$ cat config.mk
export PLATFORM = sky130hd
export DESIGN_NAME = sram_bank_access_ctrl
export DESIGN_NICKNAME = d
export VERILOG_FILES = /design/src/rtl/sram_bank_access_ctrl.sv
export SDC_FILE = /design/constraint.sdc
export NUM_CORES = 1
export LEC_CHECK = 0
export CORE_MARGIN = 2
export CORE_UTILIZATION = 40
export CTS_CLUSTER_DIAMETER = 100
export DETAILED_ROUTE_END_ITERATION = 12
export PLACE_DENSITY = 0.89
export SYNTH_ARGS = -nofsm -noshare
export SYNTH_HDL_FRONTEND = slang
export SYNTH_SLANG_ARGS = --single-unit
$ cat constraint.sdc
create_clock -name clk -period 1.95 [get_ports clk]
set_input_delay 0.195 -clock clk [delete_from_list [all_inputs] [get_ports clk]]
set_output_delay 0.195 -clock clk [all_outputs]
set_load 0.03 [all_outputs]
$ cat src/rtl/sram_bank_access_ctrl.sv
// -----------------------------------------------------------------------------
// sram_bank_access_ctrl
//
// Purpose:
//   Access sequencer and arbiter for one 2-port SRAM bank (decoder plus cell
//   array) in the adiabatic datapath. Two requesters share the bank. At most
//   one access is granted per Bennett instruction cycle, i.e. per full ramp of
//   clkp[0]..clkp[PHASES-1]. The decoder address bus inA, ReadEn and WriteEn
//   are driven in lock-step with the phase ramp coming from bennett_clock.
//
// Ports:
//   clk        in   1       system clock (also drives bennett_clock)
//   reset      in   1       synchronous, active-high reset
//   clkp       in   PHASES  Bennett phase levels, sampled on clk
//   req        in   2       per-requester request level, held until ack
//   we         in   2       per-requester 1 = write, 0 = read
//   addr0      in   ADDR_W  requester 0 address
//   addr1      in   ADDR_W  requester 1 address
//   ack        out  2       one-clk completion pulse to the granted requester
//   gnt_id     out  1       index of the current/last granted requester
//   busy       out  1       high from grant until the ack cycle inclusive
//   inA        out  ADDR_W  address to the decoder
//   ReadEn     out  1       decoder read enable
//   WriteEn    out  1       decoder write enable
//
// Optional feature (macro SRAM_ACCESS_CTRL_PERF_EN):
//   rd_count   out  16      completed reads, saturating at 16'hFFFF
//   wr_count   out  16      completed writes, saturating at 16'hFFFF
//   With the macro undefined these ports and counters do not exist.
// -----------------------------------------------------------------------------
module sram_bank_access_ctrl #(
  parameter int PHASES       = 10,
  parameter int ADDR_W       = 5,
  parameter int ADDR_PHASE   = 2,
  parameter int RD_ON_PHASE  = 6,
  parameter int RD_OFF_PHASE = 8,
  parameter int WR_ON_PHASE  = 8,
  parameter int WR_OFF_PHASE = 9
) (
  input  logic              clk,
  input  logic              reset,
  input  logic [PHASES-1:0] clkp,
  input  logic [1:0]        req,
  input  logic [1:0]        we,
  input  logic [ADDR_W-1:0] addr0,
  input  logic [ADDR_W-1:0] addr1,
  output logic [1:0]        ack,
  output logic              gnt_id,
  output logic              busy,
  output logic [ADDR_W-1:0] inA,
  output logic              ReadEn,
  output logic              WriteEn
`ifdef SRAM_ACCESS_CTRL_PERF_EN
  ,
  output logic [15:0]       rd_count,
  output logic [15:0]       wr_count
`endif
);

  // The enable windows only make sense if every event comes after the
  // address launch and in ramp order, all inside one Bennett cycle. A bad
  // parameter set is rejected while the design is being elaborated.
  if (!((ADDR_PHASE < RD_ON_PHASE) && (RD_ON_PHASE < RD_OFF_PHASE) &&
        (ADDR_PHASE < WR_ON_PHASE) && (WR_ON_PHASE < WR_OFF_PHASE) &&
        (RD_OFF_PHASE < PHASES) && (WR_OFF_PHASE < PHASES) &&
        (ADDR_PHASE >= 0))) begin : g_phaseOrderCheck
    $error("sram_bank_access_ctrl: phase parameters out of order");
  end

  typedef enum logic [2:0] {
    IDLE    = 3'd0,
    ADDR    = 3'd1,
    RD_WAIT = 3'd2,
    RD_ACT  = 3'd3,
    WR_WAIT = 3'd4,
    WR_ACT  = 3'd5,
    DONE    = 3'd6
  } state_t;

  state_t              r_state;
  state_t              w_stateNxt;
  logic [PHASES-1:0]   r_clkpQ;
  logic [PHASES-1:0]   w_rise;
  logic [1:0]          r_ack;
  logic [1:0]          w_ackNxt;
  logic                r_gntId;
  logic                w_gntIdNxt;
  logic                r_busy;
  logic                w_busyNxt;
  logic [ADDR_W-1:0]   r_inA;
  logic [ADDR_W-1:0]   w_inANxt;
  logic                r_readEn;
  logic                w_readEnNxt;
  logic                r_writeEn;
  logic                w_writeEnNxt;
  logic                r_rrPtr;
  logic                w_rrPtrNxt;
  logic                r_weLat;
  logic                w_weLatNxt;
  logic                w_winner;

  // A phase "rises" in the clk where its level is newly seen high compared to
  // the previous clk's sample. Every sequencing decision keys off these
  // single-clk rise pulses rather than off the phase levels.
  assign w_rise = clkp & ~r_clkpQ;

  // Arbitration: a lone requester always wins; when both are asking, the
  // round-robin pointer breaks the tie so neither side can starve.
  assign w_winner = (req == 2'b11) ? r_rrPtr : req[1];

  // Next-state and next-output logic. Every register holds by default and
  // ack defaults low so it can only ever be a single-clk pulse. busy is
  // cleared on the IDLE clk that follows DONE, which is exactly the clk in
  // which ack is visible, so busy covers the ack cycle and drops with it.
  always_comb begin
    w_stateNxt   = r_state;
    w_ackNxt     = 2'b00;
    w_gntIdNxt   = r_gntId;
    w_busyNxt    = r_busy;
    w_inANxt     = r_inA;
    w_readEnNxt  = r_readEn;
    w_writeEnNxt = r_writeEn;
    w_rrPtrNxt   = r_rrPtr;
    w_weLatNxt   = r_weLat;

    case (r_state)
      IDLE: begin
        w_busyNxt = 1'b0;
        if (w_rise[ADDR_PHASE] && (req != 2'b00)) begin
          w_gntIdNxt = w_winner;
          w_inANxt   = w_winner ? addr1 : addr0;
          w_weLatNxt = we[w_winner];
          w_busyNxt  = 1'b1;
          w_rrPtrNxt = ~w_winner;
          w_stateNxt = ADDR;
        end
      end

      ADDR: begin
        w_stateNxt = r_weLat ? WR_WAIT : RD_WAIT;
      end

      RD_WAIT: begin
        if (w_rise[RD_ON_PHASE]) begin
          w_readEnNxt = 1'b1;
          w_stateNxt  = RD_ACT;
        end
      end

      RD_ACT: begin
        if (w_rise[RD_OFF_PHASE]) begin
          w_readEnNxt = 1'b0;
          w_stateNxt  = DONE;
        end
      end

      WR_WAIT: begin
        if (w_rise[WR_ON_PHASE]) begin
          w_writeEnNxt = 1'b1;
          w_stateNxt   = WR_ACT;
        end
      end

      WR_ACT: begin
        if (w_rise[WR_OFF_PHASE]) begin
          w_writeEnNxt = 1'b0;
          w_stateNxt   = DONE;
        end
      end

      DONE: begin
        w_ackNxt   = r_gntId ? 2'b10 : 2'b01;
        w_stateNxt = IDLE;
      end

      default: begin
        w_readEnNxt  = 1'b0;
        w_writeEnNxt = 1'b0;
        w_stateNxt   = IDLE;
      end
    endcase
  end

  // State and output registers. On reset the phase history is loaded with the
  // live clkp value instead of zero, so a phase that is already high while
  // reset is applied is not mistaken for a fresh rise afterwards. Reset also
  // kills any access in flight: the enables drop and no ack is ever issued.
  always_ff @(posedge clk) begin
    if (reset) begin
      r_clkpQ   <= clkp;
      r_state   <= IDLE;
      r_ack     <= 2'b00;
      r_gntId   <= 1'b0;
      r_busy    <= 1'b0;
      r_inA     <= '0;
      r_readEn  <= 1'b0;
      r_writeEn <= 1'b0;
      r_rrPtr   <= 1'b0;
      r_weLat   <= 1'b0;
    end else begin
      r_clkpQ   <= clkp;
      r_state   <= w_stateNxt;
      r_ack     <= w_ackNxt;
      r_gntId   <= w_gntIdNxt;
      r_busy    <= w_busyNxt;
      r_inA     <= w_inANxt;
      r_readEn  <= w_readEnNxt;
      r_writeEn <= w_writeEnNxt;
      r_rrPtr   <= w_rrPtrNxt;
      r_weLat   <= w_weLatNxt;
    end
  end

  assign ack     = r_ack;
  assign gnt_id  = r_gntId;
  assign busy    = r_busy;
  assign inA     = r_inA;
  assign ReadEn  = r_readEn;
  assign WriteEn = r_writeEn;

`ifdef SRAM_ACCESS_CTRL_PERF_EN
  logic [15:0] r_rdCount;
  logic [15:0] r_wrCount;

  // Completed-access counters. They step in the DONE clk, so the new count
  // becomes visible together with ack, and they stick at all-ones instead of
  // wrapping so a long run never reports a misleadingly small number.
  always_ff @(posedge clk) begin
    if (reset) begin
      r_rdCount <= 16'h0000;
      r_wrCount <= 16'h0000;
    end else if (r_state == DONE) begin
      if (!r_weLat && (r_rdCount != 16'hFFFF)) begin
        r_rdCount <= r_rdCount + 16'h0001;
      end
      if (r_weLat && (r_wrCount != 16'hFFFF)) begin
        r_wrCount <= r_wrCount + 16'h0001;
      end
    end
  end

  assign rd_count = r_rdCount;
  assign wr_count = r_wrCount;
`endif

endmodule

==> flow_summary.json, run 1 <==
{
  "wl_per_cell_um": 11.9,
  "drc": 0,
  "ys_top_cells_by_count": "20 x dfxtp_1, 15 x nor2_1, 9 x nand2_1, 7 x nand3_1",
  "grt_use_met2": 0.269,
  "synth_edf_count": 0,
  "yosys_warnings": 0,
  "path_buf_inv": 0,
  "hold_ws_ns": 0.369,
  "grt_pass1_vias": 759,
  "antennaDiodeCount": 0,
  "p_leak_nw": 0.461,
  "ctsHoldBuffers": 0,
  "core_area_sq_um": 1960,
  "fin_area_sq_um": 1230,
  "synthTopCellsByArea": "dfxtp_1 48%, nor2_1 6.7%, a311oi_1 6.3%",
  "postRouteAntennaNets": 0,
  "fp.dieW_um": 49.8,
  "synth_cells": 95,
  "relSlewSlack": 0.748,
  "tightest_slew_ns": 0.377,
  "grt.busiest_layer": "met2",
  "grt_max_degree": 12,
  "final.setup.tns_ns": 0,
  "path_delay_family": "simple AND/OR/NAND/NOR gates",
  "place.gp.congestion": 0.827,
  "arrival_ns": 1.81,
  "clk_path_buf_depth": 2,
  "final_nets": 156,
  "cts_tree": "yes",
  "grt_util_met1": 0.192,
  "clk_latency_ns": 0.29,
  "die-area_sq_um": 2480,
  "ios": 37,
  "dpl.cell_count": 152,
  "crit_chain": "or4b_4 -> or3_4 -> a31oi_1 -> a221oi_2",
  "dr.first_iter.drc_count": 16,
  "yosysMostFrequentCell": "dfxtp_1",
  "ys_ff_latch": 20,
  "numClockSinks": 20,
  "crit_fanout": 4,
  "finalWirelength_mm": 1.85,
  "dp_hpwl_mm": 1.42,
  "hold_viol": 0,
  "critPathKind": "reg -> reg",
  "overflow": 0,
  "postPlaceCellArea_sq_um": 1190,
  "start_util": 0.428,
  "std_cell_rows": 16,
  "viasPerCell": 5.16,
  "syn_avg_cell_area_sq_um": 8.84,
  "cts_setup_buffers": 0,
  "die_h_um": 49.8,
  "cts-root-buf": "clkbuf_4",
  "endpoint_kind": "flip-flop",
  "start_kind": "flip-flop",
  "status": "finished clean",
  "port_buffers": 30,
  "skew_ns": 0.00369,
  "synthArstFlopShare": 0,
  "cts-buffers-inserted": 3,
  "synthDistinctLibCells": 26,
  "hold_class": "in -> reg",
  "area_growth_syn_to_layout_pct": 46.3,
  "cpPeakStageDelay_ns": 0.57,
  "synth_nets": 121,
  "crit_slowest_cell": "or4b_4",
  "drtPass1Iterations": 4,
  "grt_pass1_wl_mm": 3.09,
  "maxCapViolCount": 0,
  "seq_area_frac_synth": 0.477,
  "gr-usage-all-layers": 0.162,
  "num_vias": 805,
  "post-route-period-util": 0.833,
  "setup_viol": 0,
  "antenna_found_initial": 0,
  "ys.flop_type": "dfxtp_1",
  "post_cts_resized": 0,
  "irDropWorstVdd_v": 0.000365,
  "p_per_area_nw_per_um2": 698,
  "drive_gt1_frac": 0.116,
  "synth_top_cell_by_area": "dfxtp_1",
  "final_cells": 156,
  "nFillCells": 190,
  "total_power_mw": 0.858,
  "cts.clk_slew.worst_paths_ns": 0.11,
  "grtUsageMet3": 0.0242,
  "syn_area_sq_um": 840,
  "htreeDepth": 1,
  "finalCriticalPeriod_ns": 1.62,
  "final_max_slew_viol_count": 0,
  "synth_top_cell_area_share": 0.477,
  "critical_path_required_ns": 2.14,
  "fmaxAchievable_ghz": 0.615,
  "rsz0062_at_grt": "no"
}
-- registers in the layout, indices dropped and copies added (netlist names) --
register / count
inA: 5
r_clkpQ: 4
r_state: 3
ack: 2
ReadEn: 1
WriteEn: 1
busy: 1
gnt_id: 1
r_rrPtr: 1
r_weLat: 1
-- layer usage --
metal	wire (um)	part of all wire
met3	100	0.054
met4	43	0.023
met5	0	0
met1	797	0.43
met2	908	0.49
-- cells by family (layout without fill, tap and decap cells) --
logic type	count (synthesis)	after routing	share of synthesized area
simple gates	44	44	0.283
compound gates	21	21	0.186
flops	20	20	0.477
buf+inv	10	44	0.0536
-- worst paths after layout --
check             start    endpoint  slack (ns)  cells after the start
max          r_state[0]     r_weLat        0.33                      4
min             clkp[2]  r_clkpQ[2]        0.37                      1
max reg2reg  r_state[0]     r_weLat        0.33                      4
min reg2reg      gnt_id      ack[0]        0.46                      1
-- where the power goes --
part,switching (mW),internal (mW),total (mW)
registers,0.0112,0.431,0.442
logic,0.0881,0.0964,0.184
clock network,0.118,0.114,0.231
-- layout make-up --
type / count / area (sq um) / share of cell area
Inverter: 3 / 11.3 / 0.00916
Sequential cell: 20 / 400 / 0.326
Timing Repair Buffer: 37 / 353 / 0.287
Tap cell: 27 / 33.8 / 0.0275
Multi-Input combinational cell: 65 / 394 / 0.321
Clock buffer: 4 / 36.3 / 0.0295
-- stage by stage --
stage / setup slack, ns / util
6_report: 0.325 / 0.626
5_1_grt: 0.235 / 0.626
4_1_cts: 0.309 / 0.626
3_5_place_dp: 0.0261 / 0.608
3_3_place_gp: 0.0438 / 0.608
2_1_floorplan: 0.369 / -
-- cell usage in the layout (no fill, tap or decap) --
cell type and count:
o31ai_1 1, a22o_1 1, nor2_1 15, clkdlybuf4s50_1 30, a2bb2oi_1 1, a221oi_2 1, nand2_1 9, nor3_4 1
a21oi_1 5, clkbuf_8 1, nand2b_1 3, nor2b_1 1, nor3_1 2, a21o_1 1, nor4bb_1 1, o21ai_0 2
dfxtp_1 20, or3_4 1, nand3_1 7, clkbuf_4 3, nand4bb_1 1, or4b_4 1, a311oi_1 6, a31oi_1 2
nor3b_1 2, buf_4 7, inv_1 3, o22a_1 1
Power figures use the tool's default switching activity.
==> inputs of run 2 (changes only) <==
- clock period: 1.95 -> 1.6 ns (I/O delays scaled with it)
==> run 2 against run 1 <==
  * The flow now finishes with violations (setup timing)
  * Cell count grew 2.6%
  * Clock skew about the same
  * First-iteration DRC count grew 25%
  * Cell area grew 7.9%
==> flow_summary.json, run 2 (same netlist as run 1, synthesis figures left out) <==
{
  "p_leak_nw": 0.497,
  "place.gp.congestion": 0.813,
  "clk_path_buf_depth": 2,
  "hold_class": "in -> reg",
  "grt_pass1_wl_mm": 3.53,
  "crit_chain": "or4b_4 -> or3_4 -> a221oi_2",
  "gr-usage-all-layers": 0.183,
  "cts_tree": "yes",
  "num_vias": 853,
  "critical_path_required_ns": 1.81,
  "p_per_area_nw_per_um2": 820,
  "dp_hpwl_mm": 1.55,
  "largest_reg_flops": 5,
  "clk_latency_ns": 0.29,
  "final_cells": 160,
  "final.setup.tns_ns": -0.0647,
  "wl_per_cell_um": 13.2,
  "violations": "setup timing",
  "final_max_slew_viol_count": 0,
  "crit_fanout": 4,
  "nFillCells": 154,
  "core_area_sq_um": 1960,
  "path_delay_family": "simple AND/OR/NAND/NOR gates",
  "ctsHoldBuffers": 0,
  "cpPeakStageDelay_ns": 0.55,
  "final_cell_mix": "30 x clkdlybuf4s50_1, 19 x dfxtp_1, 10 x nor2_1",
  "dpl.cell_count": 154,
  "postPlaceCellArea_sq_um": 1210,
  "setup_viol": 5,
  "hold_viol": 0,
  "tightest_slew_ns": 0.397,
  "arrival_ns": 1.84,
  "fp.dieW_um": 49.8,
  "fmaxAchievable_ghz": 0.614,
  "drtPass1Iterations": 4,
  "start_kind": "flip-flop",
  "grt_max_degree": 12,
  "ios": 37,
  "dr.first_iter.drc_count": 20,
  "antennaDiodeCount": 0,
  "skew_ns": 0.00395,
  "irDropWorstVdd_v": 0.000403,
  "crit_slowest_cell": "or4b_4",
  "finalCriticalPeriod_ns": 1.63,
  "die-area_sq_um": 2480,
  "die_h_um": 49.8,
  "area_growth_syn_to_layout_pct": 58.0,
  "final_nets": 160,
  "grt_pass1_vias": 853,
  "path_buf_inv": 0,
  "std_cell_rows": 16,
  "postRouteAntennaNets": 0,
  "finalWorstSetupSlack_ns": -0.0290,
  "antenna_found_initial": 0,
  "relSlewSlack": 0.735,
  "maxCapViolCount": 0,
  "final_common_cell": "clkdlybuf4s50_1",
  "fin_area_sq_um": 1330,
  "port_buffers": 30,
  "overflow": 0,
  "drive_gt1_frac": 0.226,
  "total_power_mw": 1.09,
  "rsz0062_at_grt": "yes",
  "start_util": 0.428,
  "viasPerCell": 5.33,
  "cts.clk_slew.worst_paths_ns": 0.11,
  "cts-buffers-inserted": 3,
  "status": "finished with violations",
  "fin_util": 0.676,
  "htreeDepth": 1,
  "finalWirelength_mm": 2.12,
  "drc": 0,
  "cts-root-buf": "clkbuf_4",
  "post-route-period-util": 1.02,
  "numClockSinks": 20,
  "endpoint_kind": "flip-flop",
  "critPathKind": "reg -> reg"
}
-- run 2: changes by cell type in the layout (fill, tap and decap cells not counted), sizes merged --
cell  before  now
buf        7   11
-- run 2: area by class of cell --
cell class                 count  area, sq um  area share
multi-input combinational     65          449       0.339
sequential                    20          402       0.303
timing repair buffer          41          394       0.297
clock buffer                   4         36.3      0.0274
tap                           27         33.8      0.0255
inverter                       3         11.3     0.00849
-- run 2: timing repair --
| action | 4_1_cts | 5_1_grt |
|---|---|---|
| pin swaps | 0 | 7 |
| setup buffers | 0 | 2 |
| gates resized for setup | 2 | 14 |
| hold endpoints to repair | 0 | 0 |
| endpoints found under the setup margin | 2 | 7 |
-- run 2: per-layer routing --
metal | wire [um] | global-route usage
met3 | 114 | 0.0333
met2 | 1130 | 0.333
met4 | 15 | 0.0787
met1 | 857 | 0.205
met5 | 0 | 0
-- run 2: worst paths after layout --
kind                                 start         end  slack [ns]  cells after the start
worst min register to register      gnt_id      ack[1]        0.47                      2
worst min-delay path               clkp[2]  r_clkpQ[2]        0.33                      1
worst max-delay path            r_state[1]     r_weLat       -0.03                      3
worst max register to register  r_state[1]     r_weLat       -0.03                      3
-- run 2: power breakdown --
group          switching (mW)  internal [mW]
Combinational           0.124          0.136
Clock                   0.146          0.138
Sequential             0.0168          0.525
-- run 2: worst reg2reg max path: stages, from the launching register on --
cell	delay [ns]
dfxtp_2	0.34
or4b_4	0.55
or3_4	0.39
a221oi_2	0.27
-- run 2: per-stage QoR --
step | hold slack (ns) | setup WS (ns)
6_report | 0.325 | -0.0290
2_1_floorplan | 0.188 | 0.0191
3_3_place_gp | 0.441 | -0.262
5_1_grt | 0.316 | -0.0895
4_1_cts | 0.321 | -0.0212
3_5_place_dp | 0.455 | -0.299
==> inputs of run 3 (changes only) <==
- CTS_BUF_LIST: default -> sky130_fd_sc_hd__clkbuf_4 sky130_fd_sc_hd__clkbuf_8 sky130_fd_sc_hd__clkbuf_16
==> results of run 3 <==
Same layout as run 2: the final DEF is identical, and so are final timing and power.
